`config.mk`:
```
export PLATFORM = sky130hd
export DESIGN_NAME = fetch_unit
export DESIGN_NICKNAME = d
export VERILOG_FILES = /design/src/rtl/fetch_pkg.sv /design/src/rtl/fetch_unit_ret_stack.sv /design/src/rtl/fetch_unit.sv
export SDC_FILE = /design/constraint.sdc
export NUM_CORES = 1
export LEC_CHECK = 0
export CORE_MARGIN = 2
export CORE_UTILIZATION = 35
export DETAILED_ROUTE_END_ITERATION = 16
export PLACE_DENSITY = 0.57
export SLEW_MARGIN = 40
export SYNTH_ARGS = -nofsm -noshare
export SYNTH_HDL_FRONTEND = slang
export SYNTH_SLANG_ARGS = --single-unit
```
`constraint.sdc`:
```
create_clock -name clk -period 3.5 [get_ports clk]
set_clock_uncertainty 0.05 [all_clocks]
set_input_delay 0.525 -clock clk [delete_from_list [all_inputs] [get_ports clk]]
set_output_delay 0.525 -clock clk [all_outputs]
set_load 0.05 [all_outputs]
```
`src/rtl/fetch_pkg.sv`:
```
// Shared types and helpers for the fetch unit: FSM states, next-PC source
// selector and a width-generic sign-extension function.
package fetch_pkg;

    typedef enum logic [1:0] {
        ST_FETCH  = 2'd0,
        ST_HOLD   = 2'd1,
        ST_HALTED = 2'd2
    } fetch_state_e;

    typedef enum logic [2:0] {
        SRC_HALT    = 3'd0,
        SRC_JR      = 3'd1,
        SRC_CALL    = 3'd2,
        SRC_RET     = 3'd3,
        SRC_RET_UNF = 3'd4,
        SRC_BR      = 3'd5,
        SRC_SEQ     = 3'd6
    } npc_src_e;

    localparam int unsigned SEXT_W = 32;

    // Replicate bit w-1 of val into every bit above it.
    function automatic logic [SEXT_W-1:0] sext(input logic [SEXT_W-1:0] val,
                                               input int unsigned w);
        logic [SEXT_W-1:0] hi_mask;
        hi_mask = {SEXT_W{1'b1}} << w;
        if (val[w - 32'd1]) begin
            sext = val | hi_mask;
        end else begin
            sext = val & ~hi_mask;
        end
    endfunction

endpackage

```
`src/rtl/fetch_unit_ret_stack.sv`:
```
// Circular return-address stack; a push while full silently replaces the
// oldest entry so the most recent RAS_DEPTH return addresses survive.
module ret_stack #(
    parameter int unsigned RAS_DEPTH = 4,
    parameter int unsigned PC_W      = 16
) (
    input  logic            clk,
    input  logic            rst,
    input  logic            push,
    input  logic            pop,
    input  logic [PC_W-1:0] push_data,
    output logic [PC_W-1:0] top,
    output logic            empty,
    output logic            full
);
    localparam int unsigned IDX_W = $clog2(RAS_DEPTH);
    localparam int unsigned CNT_W = $clog2(RAS_DEPTH + 1);
    localparam logic [CNT_W-1:0] DEPTH_CNT = CNT_W'(RAS_DEPTH);

    logic [PC_W-1:0]  mem_q [RAS_DEPTH];
    logic [PC_W-1:0]  mem_d [RAS_DEPTH];
    logic [IDX_W-1:0] wr_ptr_q, wr_ptr_d;
    logic [CNT_W-1:0] count_q, count_d;
    logic [IDX_W-1:0] rd_ptr_s;

    assign rd_ptr_s = wr_ptr_q - IDX_W'(1);
    assign top      = mem_q[rd_ptr_s];
    assign empty    = (count_q == CNT_W'(0));
    assign full     = (count_q == DEPTH_CNT);

    // Pointer wraps naturally because the depth is a power of two.
    always_comb begin
        mem_d    = mem_q;
        wr_ptr_d = wr_ptr_q;
        count_d  = count_q;
        if (push) begin
            mem_d[wr_ptr_q] = push_data;
            wr_ptr_d        = wr_ptr_q + IDX_W'(1);
            count_d         = full ? count_q : (count_q + CNT_W'(1));
        end else if (pop && !empty) begin
            wr_ptr_d = rd_ptr_s;
            count_d  = count_q - CNT_W'(1);
        end else begin
            count_d = count_q;
        end
    end

    // Pointer and occupancy registers.
    always_ff @(posedge clk) begin
        if (rst) begin
            wr_ptr_q <= IDX_W'(0);
            count_q  <= CNT_W'(0);
        end else begin
            wr_ptr_q <= wr_ptr_d;
            count_q  <= count_d;
        end
    end

    // Storage needs no reset: occupancy gates every read.
    always_ff @(posedge clk) begin
        mem_q <= mem_d;
    end

endmodule

```
`src/rtl/fetch_unit.sv`:
```
// Program counter and instruction fetch: FETCH/HOLD/HALTED state machine,
// prioritised redirects and a return-address stack.
module fetch_unit
    import fetch_pkg::*;
#(
    parameter int unsigned     PC_W       = 16,
    parameter int unsigned     BR_OFF_W   = 9,
    parameter int unsigned     CALL_OFF_W = 12,
    parameter int unsigned     RAS_DEPTH  = 4,
    parameter logic [PC_W-1:0] RESET_PC   = '0
) (
    input  logic                  clk,
    input  logic                  rst,
    output logic                  imem_req,
    output logic [PC_W-1:0]       imem_addr,
    input  logic                  imem_ack,
    input  logic [15:0]           imem_data,
    output logic                  instr_valid,
    output logic [15:0]           instr,
    output logic [PC_W-1:0]       instr_pc,
    input  logic                  stall,
    input  logic                  br_taken,
    input  logic [BR_OFF_W-1:0]   br_off,
    input  logic                  jr_en,
    input  logic [PC_W-1:0]       jr_target,
    input  logic                  call_en,
    input  logic [CALL_OFF_W-1:0] call_off,
    input  logic                  ret_en,
    input  logic                  halt_req,
    output logic [PC_W-1:0]       pc,
    output logic                  hlt,
    output logic                  ras_ovf,
    output logic                  ras_unf
);
    fetch_state_e    state_q, state_d;
    logic [PC_W-1:0] pc_q, pc_d, instr_pc_q, instr_pc_d;
    logic [15:0]     instr_q, instr_d;
    logic            instr_valid_q, instr_valid_d, hlt_q, hlt_d;
    logic            ras_ovf_q, ras_ovf_d, ras_unf_q, ras_unf_d;
    logic            consume_s, push_s, pop_s, ras_empty_s, ras_full_s;
    logic [PC_W-1:0] ras_top_s, pc_inc_s, br_tgt_s, call_tgt_s;
    npc_src_e        npc_src_s;

    assign consume_s  = (state_q == ST_HOLD) && instr_valid_q && !stall;
    assign pc_inc_s   = pc_q + PC_W'(1);
    assign br_tgt_s   = pc_inc_s + PC_W'(sext(SEXT_W'(br_off), BR_OFF_W));
    assign call_tgt_s = pc_inc_s + PC_W'(sext(SEXT_W'(call_off), CALL_OFF_W));

    // Redirect priority; only acted upon in the consume cycle.
    always_comb begin
        if (halt_req) begin
            npc_src_s = SRC_HALT;
        end else if (jr_en) begin
            npc_src_s = SRC_JR;
        end else if (call_en) begin
            npc_src_s = SRC_CALL;
        end else if (ret_en) begin
            npc_src_s = ras_empty_s ? SRC_RET_UNF : SRC_RET;
        end else if (br_taken) begin
            npc_src_s = SRC_BR;
        end else begin
            npc_src_s = SRC_SEQ;
        end
    end

    ret_stack #(
        .RAS_DEPTH(RAS_DEPTH),
        .PC_W     (PC_W)
    ) u_ret_stack (
        .clk      (clk),
        .rst      (rst),
        .push     (push_s),
        .pop      (pop_s),
        .push_data(pc_inc_s),
        .top      (ras_top_s),
        .empty    (ras_empty_s),
        .full     (ras_full_s)
    );

    // State, PC and instruction registers.
    always_ff @(posedge clk) begin
        if (rst) begin
            state_q       <= ST_FETCH;
            pc_q          <= RESET_PC;
            instr_q       <= 16'h0000;
            instr_pc_q    <= PC_W'(0);
            instr_valid_q <= 1'b0;
            hlt_q         <= 1'b0;
            ras_ovf_q     <= 1'b0;
            ras_unf_q     <= 1'b0;
        end else begin
            state_q       <= state_d;
            pc_q          <= pc_d;
            instr_q       <= instr_d;
            instr_pc_q    <= instr_pc_d;
            instr_valid_q <= instr_valid_d;
            hlt_q         <= hlt_d;
            ras_ovf_q     <= ras_ovf_d;
            ras_unf_q     <= ras_unf_d;
        end
    end

    // Next-state and next-PC logic.
    always_comb begin
        state_d       = state_q;
        pc_d          = pc_q;
        instr_d       = instr_q;
        instr_pc_d    = instr_pc_q;
        instr_valid_d = instr_valid_q;
        hlt_d         = hlt_q;
        ras_ovf_d     = ras_ovf_q;
        ras_unf_d     = ras_unf_q;
        push_s        = 1'b0;
        pop_s         = 1'b0;
        case (state_q)
            ST_FETCH: begin
                if (imem_ack) begin
                    instr_d       = imem_data;
                    instr_pc_d    = pc_q;
                    instr_valid_d = 1'b1;
                    state_d       = ST_HOLD;
                end else begin
                    instr_valid_d = 1'b0;
                end
            end
            ST_HOLD: begin
                if (consume_s) begin
                    instr_valid_d = 1'b0;
                    state_d       = ST_FETCH;
                    case (npc_src_s)
                        SRC_HALT: begin
                            state_d = ST_HALTED;
                            hlt_d   = 1'b1;
                        end
                        SRC_JR:   pc_d = jr_target;
                        SRC_CALL: begin
                            pc_d      = call_tgt_s;
                            push_s    = 1'b1;
                            ras_ovf_d = ras_ovf_q | ras_full_s;
                        end
                        SRC_RET: begin
                            pc_d  = ras_top_s;
                            pop_s = 1'b1;
                        end
                        SRC_RET_UNF: begin
                            pc_d      = pc_inc_s;
                            ras_unf_d = 1'b1;
                        end
                        SRC_BR:   pc_d = br_tgt_s;
                        default:  pc_d = pc_inc_s;
                    endcase
                end else begin
                    instr_valid_d = instr_valid_q;
                end
            end
            ST_HALTED: begin
                instr_valid_d = 1'b0;
                hlt_d         = 1'b1;
            end
            default: state_d = ST_FETCH;
        endcase
    end

    // Output decode.
    always_comb begin
        imem_req = (state_q == ST_FETCH) && !rst;
    end

    assign imem_addr   = pc_q;
    assign pc          = pc_q;
    assign instr       = instr_q;
    assign instr_pc    = instr_pc_q;
    assign instr_valid = instr_valid_q;
    assign hlt         = hlt_q;
    assign ras_ovf     = ras_ovf_q;
    assign ras_unf     = ras_unf_q;

endmodule
```
Word level (Yosys, flattened, before mapping) --
Cells that the tools add are included. Widths: inputs -> output; s select.
Cells by class: add/subtract/negate cells 7, magnitude comparators 3, equal/unequal tests 12, mux-type cells 36, bitwise logic cells 5, reduce and logical (&&, ||, !) cells 22
Operators with widths (number):
- $mux 16 | 5
- $pmux 16 s5 | 1
- $bwmux 64 | 1
- $add 16x16->16 | 2
- $bmux 16 s2 | 1
- $demux 16 s2 | 1
- $mux 3 | 8
- $add 16x1->16 const B | 1
- $reduce_and 3->1 | 5
- $mux 2 | 6
- $mux 1 | 10
- $eq 3x3->1 const B | 3
- $eq 3x2->1 const B | 2
- $ge 3x3->1 const B | 2
- $logic_not 3->1 | 2
- $ne 2x2->1 const B | 3
- $not 2->3 | 2
- $pmux 2 s3 | 1
- $reduce_and 2->1 | 3
- $logic_and 1x1->1 | 5
- $reduce_bool 2->1 | 2
- $add 3x1->3 const B | 1
- $eq 3x1->1 const B | 1
- $logic_not 1->1 | 3
- other kinds (13) | 14
Storage, ports and cells: register bits after elaboration 123, input port bits 62, word-level logic and storage cells 99

Longest topological paths before layout --
depth in word-level cells 13, mapped depth 15, gate-level depth less buffers 12

Modules after synthesis --
A second synthesis with hierarchy kept.
Unflattened totals: cell total of the unflattened synthesis 596, area, all modules 6298.5 µm²
Modules (own cells, without submodules):
- fetch_unit | instances 1, cells each 464, area each 3598.5 µm²
- ret_stack | instances 1, cells each 132, area each 2700.1 µm²

Worst setup path before layout --
OpenSTA, ideal clock, no wires.
kind input to register, start input port jr_en, end register pc_q[8], in the netlist imem_addr[8], setup time 0.125 ns, arrival time 3.258 ns, slack 0.067 ns, cell stages on the path 14, cells stage by stage buf_6 nor2_1 and3b_1 buf_2 buf_2 mux2_2 ha_1 fa_1 a21oi_1 o21ai_0 a2111oi_0 nor2_1 xnor2_1 a21oi_1
On the way: word-level cells in the longest chain between the ends 5
RTL lines:
- start, declared | RTL line fetch_unit.sv:24 | input logic jr_en,
- $mux 3 (*) | RTL line fetch_unit.sv:53 | end else if (jr_en) begin
- $mux 3 (*) | RTL line fetch_unit.sv:51 | if (halt_req) begin
- parallel branches: the longest is 3 deep, another holds $pmux 16 s5
- end signal, assigned | RTL line fetch_unit.sv:93 | pc_q <= pc_d;
- end, declared | RTL line fetch_unit.sv:36 | logic [PC_W-1:0] pc_q, pc_d, instr_pc_q, instr_pc_d;
Mark *: on every way between the ends. A chain may end at the register's enable or synchronous reset.

Worst setup path in the final report --
start input port br_taken, end register pc_q[10], in the netlist imem_addr[10]
On the way: word-level cells in the longest chain between the ends 8
RTL lines:
- start, declared | RTL line fetch_unit.sv:22 | input logic br_taken,
- $mux 2 (*) | RTL line fetch_unit.sv:59 | end else if (br_taken) begin
- $mux 3 (*) | RTL line fetch_unit.sv:57 | end else if (ret_en) begin
- $mux 3 (*) | RTL line fetch_unit.sv:55 | end else if (call_en) begin
- $mux 3 (*) | RTL line fetch_unit.sv:53
- $mux 3 (*) | RTL line fetch_unit.sv:51
- parallel branches: the longest is 3 deep, another holds $pmux 16 s5
Marked as above.

==> results.txt <==
Status - completed
FF-to-FF Start - imem_addr[0]$_SDFFE_PP0P_
Post-synthesis async set-or-reset flop share - 0%
CTS tree - built
Max-cap violations - 0
Antenna Nets Post-Route - 0
Combinational power share - 13.2%
Port bufs - 130
Crit path from - br_taken
WP buf/inv - 1
CTS root buf - clkbuf_16
Crit path to - imem_addr[10]$_SDFFE_PP0P_
Drt pass-1 iters - 5
Power Dens Cells - 411 nW/um^2
Commonest non-fill, non-tap cell in the layout - clkdlybuf4s50_1
# nets final - 886
Delay-heaviest family, CP - compound AO/OA/AOI/OAI gates
Netlist Area Pre-Place - 6660 um^2
Io pins - 131
Worst path max stage delay - 0.48 ns
Core Area - 18700 um^2
Via-to-Cell Ratio - 5.27
Hold Vio Cnt, Final - 0
Mapped Cells - 641
Sw frac - 24.8%
Synth warnings - 0
Power share of the sequential group - 42.0%
Setup tns final - 0 ns
WP data required - 3.76 ns
Vias in the first global route - 5359
Final core utilization - 47.9%
TritonCTS Buffers - 17
Lkg Pwr - 0.00331 uW
Hold WC Path Type - reg2reg
End of the worst register-to-register path - imem_addr[10]$_SDFFE_PP0P_
Reg clk slew, reported paths - 0.05 ns
Deepest clock path buffer count - 2
Rel. slew slack - 52.4%
DR vias - 5506
Max Freq - 303 MHz
Diodes inserted - 0
Clock sinks - 123
First-pass GRT wire length - 29600 um
Die Ht - 142 um
Setup violations, final - 0
Layout cells sized above 1 - 17.8%
Largest net degree at the start of global routing - 62
Die Area - 20100 um^2
Starting Density - 35.6%
Yosys cell types - 78
Clock group share of total power - 44.7%
Seq/Total Area, Yosys - 46.6%
Worst EP arrival - 3.57 ns
Sw Pwr - 915 uW
Total grt overflow - 0
Placed cell count - 1013
Maximum fanout along the worst path - 3
Syn_area_per_cell - 10.4 um^2
Crit-path most repeated cell - a21oi_2
CP Depth - 12
Crit Path Category - in2reg
Layout area overhead - 34.6%
Worst hold path stage count - 2
Routed WL - 19100 um
All-Layer GR Usage - 19.4%
Tmin final - 3.30 ns
Initial antenna violation count - 0
Worst-margin pin slew - 0.708 ns
Final Max Slew Viols - 0
EDFF count, synth - 64
R2R Setup Slk - 0.33 ns
Min Hold Slack - 0.404 ns
Reg2reg path depth - 11
Worst-Skew Late Latency - 0.42 ns
DP Wirelength - 14200 um
Die X - 142 um
DRC - 0
Slowest stage cell, crit path - clkdlybuf4s50_1
H-tree Lvls - 4
Iter 0 DRT Violations - 500
Non-filler cells in the finished layout - 1045
Cell internal pwr - 2770 uW
Final worst path period share - 94.3%
Main synth FF type - edfxtp_1
Standard-cell rows - 50
RePlAce Congestion - 0.906
FF+latch count, synth - 123
IR drop worst, VDD - 0.273 mV
Cell chain of the critical path - clkdlybuf4s50_1 -> nor2b_2 -> and3b_2 -> mux2_2 -> ha_1 -> fa_1 -> a21oi_2 -> o211ai_1 -> a21oi_2 -> xnor2_1 -> a21oi_1 -> a2111oi_2
Startpoint Class - input port
WL per Instance - 18.3 um
Synth Net Count - 729
Commonest non-fill, non-tap cells in the layout - clkdlybuf4s50_1, nand2_1, buf_4, edfxtp_1, a21oi_1
Critical Path End Type - flip-flop
==> stage by stage <==
stage	worst slack, ns	total power [uW]	cell area [um^2]
floorplan	0.0671	1860	6660
global placement	-0.233	2050	8370
detailed placement	-0.335	2060	8380
CTS	0.0730	3710	8930
global route	-0.0111	3830	8960
finish	0.198	3680	8960
==> worst register-to-register path, delay by kind of cell (launching register included) <==
family | cells | cell delay [ns]
xor gates and xnor gates | 2 | 0.62
adders and majority gates | 2 | 0.66
and+or+nand+nor | 3 | 0.64
AOI/OAI and AO/OA | 4 | 0.76
DFF | 1 | 0.35
==> area by class of cell <==
cell class	count	area (um^2)
multi-input cells	441	3160
repair buffers	194	1780
fillers	1695	9740
flip-flops and latches	123	3100
well taps	234	293
clock inverters	13	125
clock buffers	19	433
inverters	21	78.8
==> cells in the mapped netlist, drive strengths merged (3+ instances only) <==
cell | number | area [um^2]
o21bai | 3 | 22.5
o221ai | 3 | 26.3
xor2 | 5 | 43.8
inv | 21 | 78.8
mux2i | 7 | 70.1
dfxtp | 59 | 1180
nor4 | 4 | 31.3
o21ai | 28 | 148
nand3 | 8 | 45.0
o32ai | 3 | 26.3
edfxtp | 64 | 1920
nor2 | 41 | 159
and3 | 11 | 73.8
clkbuf | 19 | 83.8
xnor2 | 20 | 183
mux4 | 16 | 360
mux2 | 8 | 90.1
o21a | 4 | 30.0
a41oi | 3 | 26.3
and2 | 6 | 40.0
and4 | 7 | 68.8
nor3 | 12 | 70.1
a31oi | 6 | 37.5
ha | 24 | 300
nand2b | 3 | 18.8
nand2 | 88 | 330
buf | 37 | 273
a221o | 3 | 30.0
a21oi | 65 | 325
a221oi | 4 | 35.0
nor2b | 6 | 37.5
a22oi | 11 | 82.6
a211oi | 6 | 50.1
==> power by group through the flow <==
| stage | logic (uW) | registers (uW) | clock network (uW) |
|---|---|---|---|
| floorplan | 211 | 1650 | 0 |
| global placement | 477 | 1580 | 0 |
| detailed placement | 484 | 1580 | 0 |
| CTS | 486 | 1550 | 1670 |
| global route | 525 | 1550 | 1750 |
| finish | 487 | 1550 | 1650 |
==> routing by layer <==
| layer | global-route usage (%) | vias up | wire [um] |
|---|---|---|---|
| met5 | 0 | - | 0 |
| met4 | 6.84 | 0 | 337 |
| met3 | 3.53 | 24 | 930 |
| met2 | 32.9 | 159 | 9510 |
| met1 | 25.0 | 2670 | 8360 |
| li1 | - | 2653 | - |
==> sequential cells by signal (all words and copies together) (netlist names) <==
register and cells:
hlt 1, ras_unf 1, u_ret_stack.mem_q 64, state_q 2, instr 16, instr_pc 16, u_ret_stack.count_q 3, imem_addr 16
u_ret_stack.wr_ptr_q 2, instr_valid 1, ras_ovf 1
==> logic make-up (layout without fill, tap and decap cells) <==
family          Yosys count  after routing  synth area share, %
compound gates          159            159                 15.5
xor+xnor                 25             25                 3.40
fa+ha+maj                26             26                 5.11
buf+inv                  77            247                 6.54
flops                   123            123                 46.6
mux                      31             31                 7.82
simple gates            200            200                 15.0
==> worst min-delay path by stage <==
stage          slack (ns)                 startpoint                        end
2_1_floorplan        0.47    state_q[0]$_SDFFE_PP0P_    state_q[0]$_SDFFE_PP0P_
4_1_cts              0.41  instr_pc[13]$_SDFFE_PP0P_  instr_pc[13]$_SDFFE_PP0P_
6_report             0.40  instr_pc[13]$_SDFFE_PP0P_  instr_pc[13]$_SDFFE_PP0P_
3_3_place_gp         0.39      instr[2]$_SDFFE_PP0P_      instr[2]$_SDFFE_PP0P_
5_1_grt              0.42     instr[14]$_SDFFE_PP0P_     instr[14]$_SDFFE_PP0P_
3_5_place_dp         0.40  instr_pc[13]$_SDFFE_PP0P_  instr_pc[13]$_SDFFE_PP0P_
==> what timing repair did <==
| action | in CTS | in global routing |
|---|---|---|
| setup endpoints to repair | 0 | 7 |
| buffers inserted | 0 | 0 |
| resized for setup | 0 | 8 |
| hold buffers | 0 | 0 |
(Power assumes the default switching activity.)
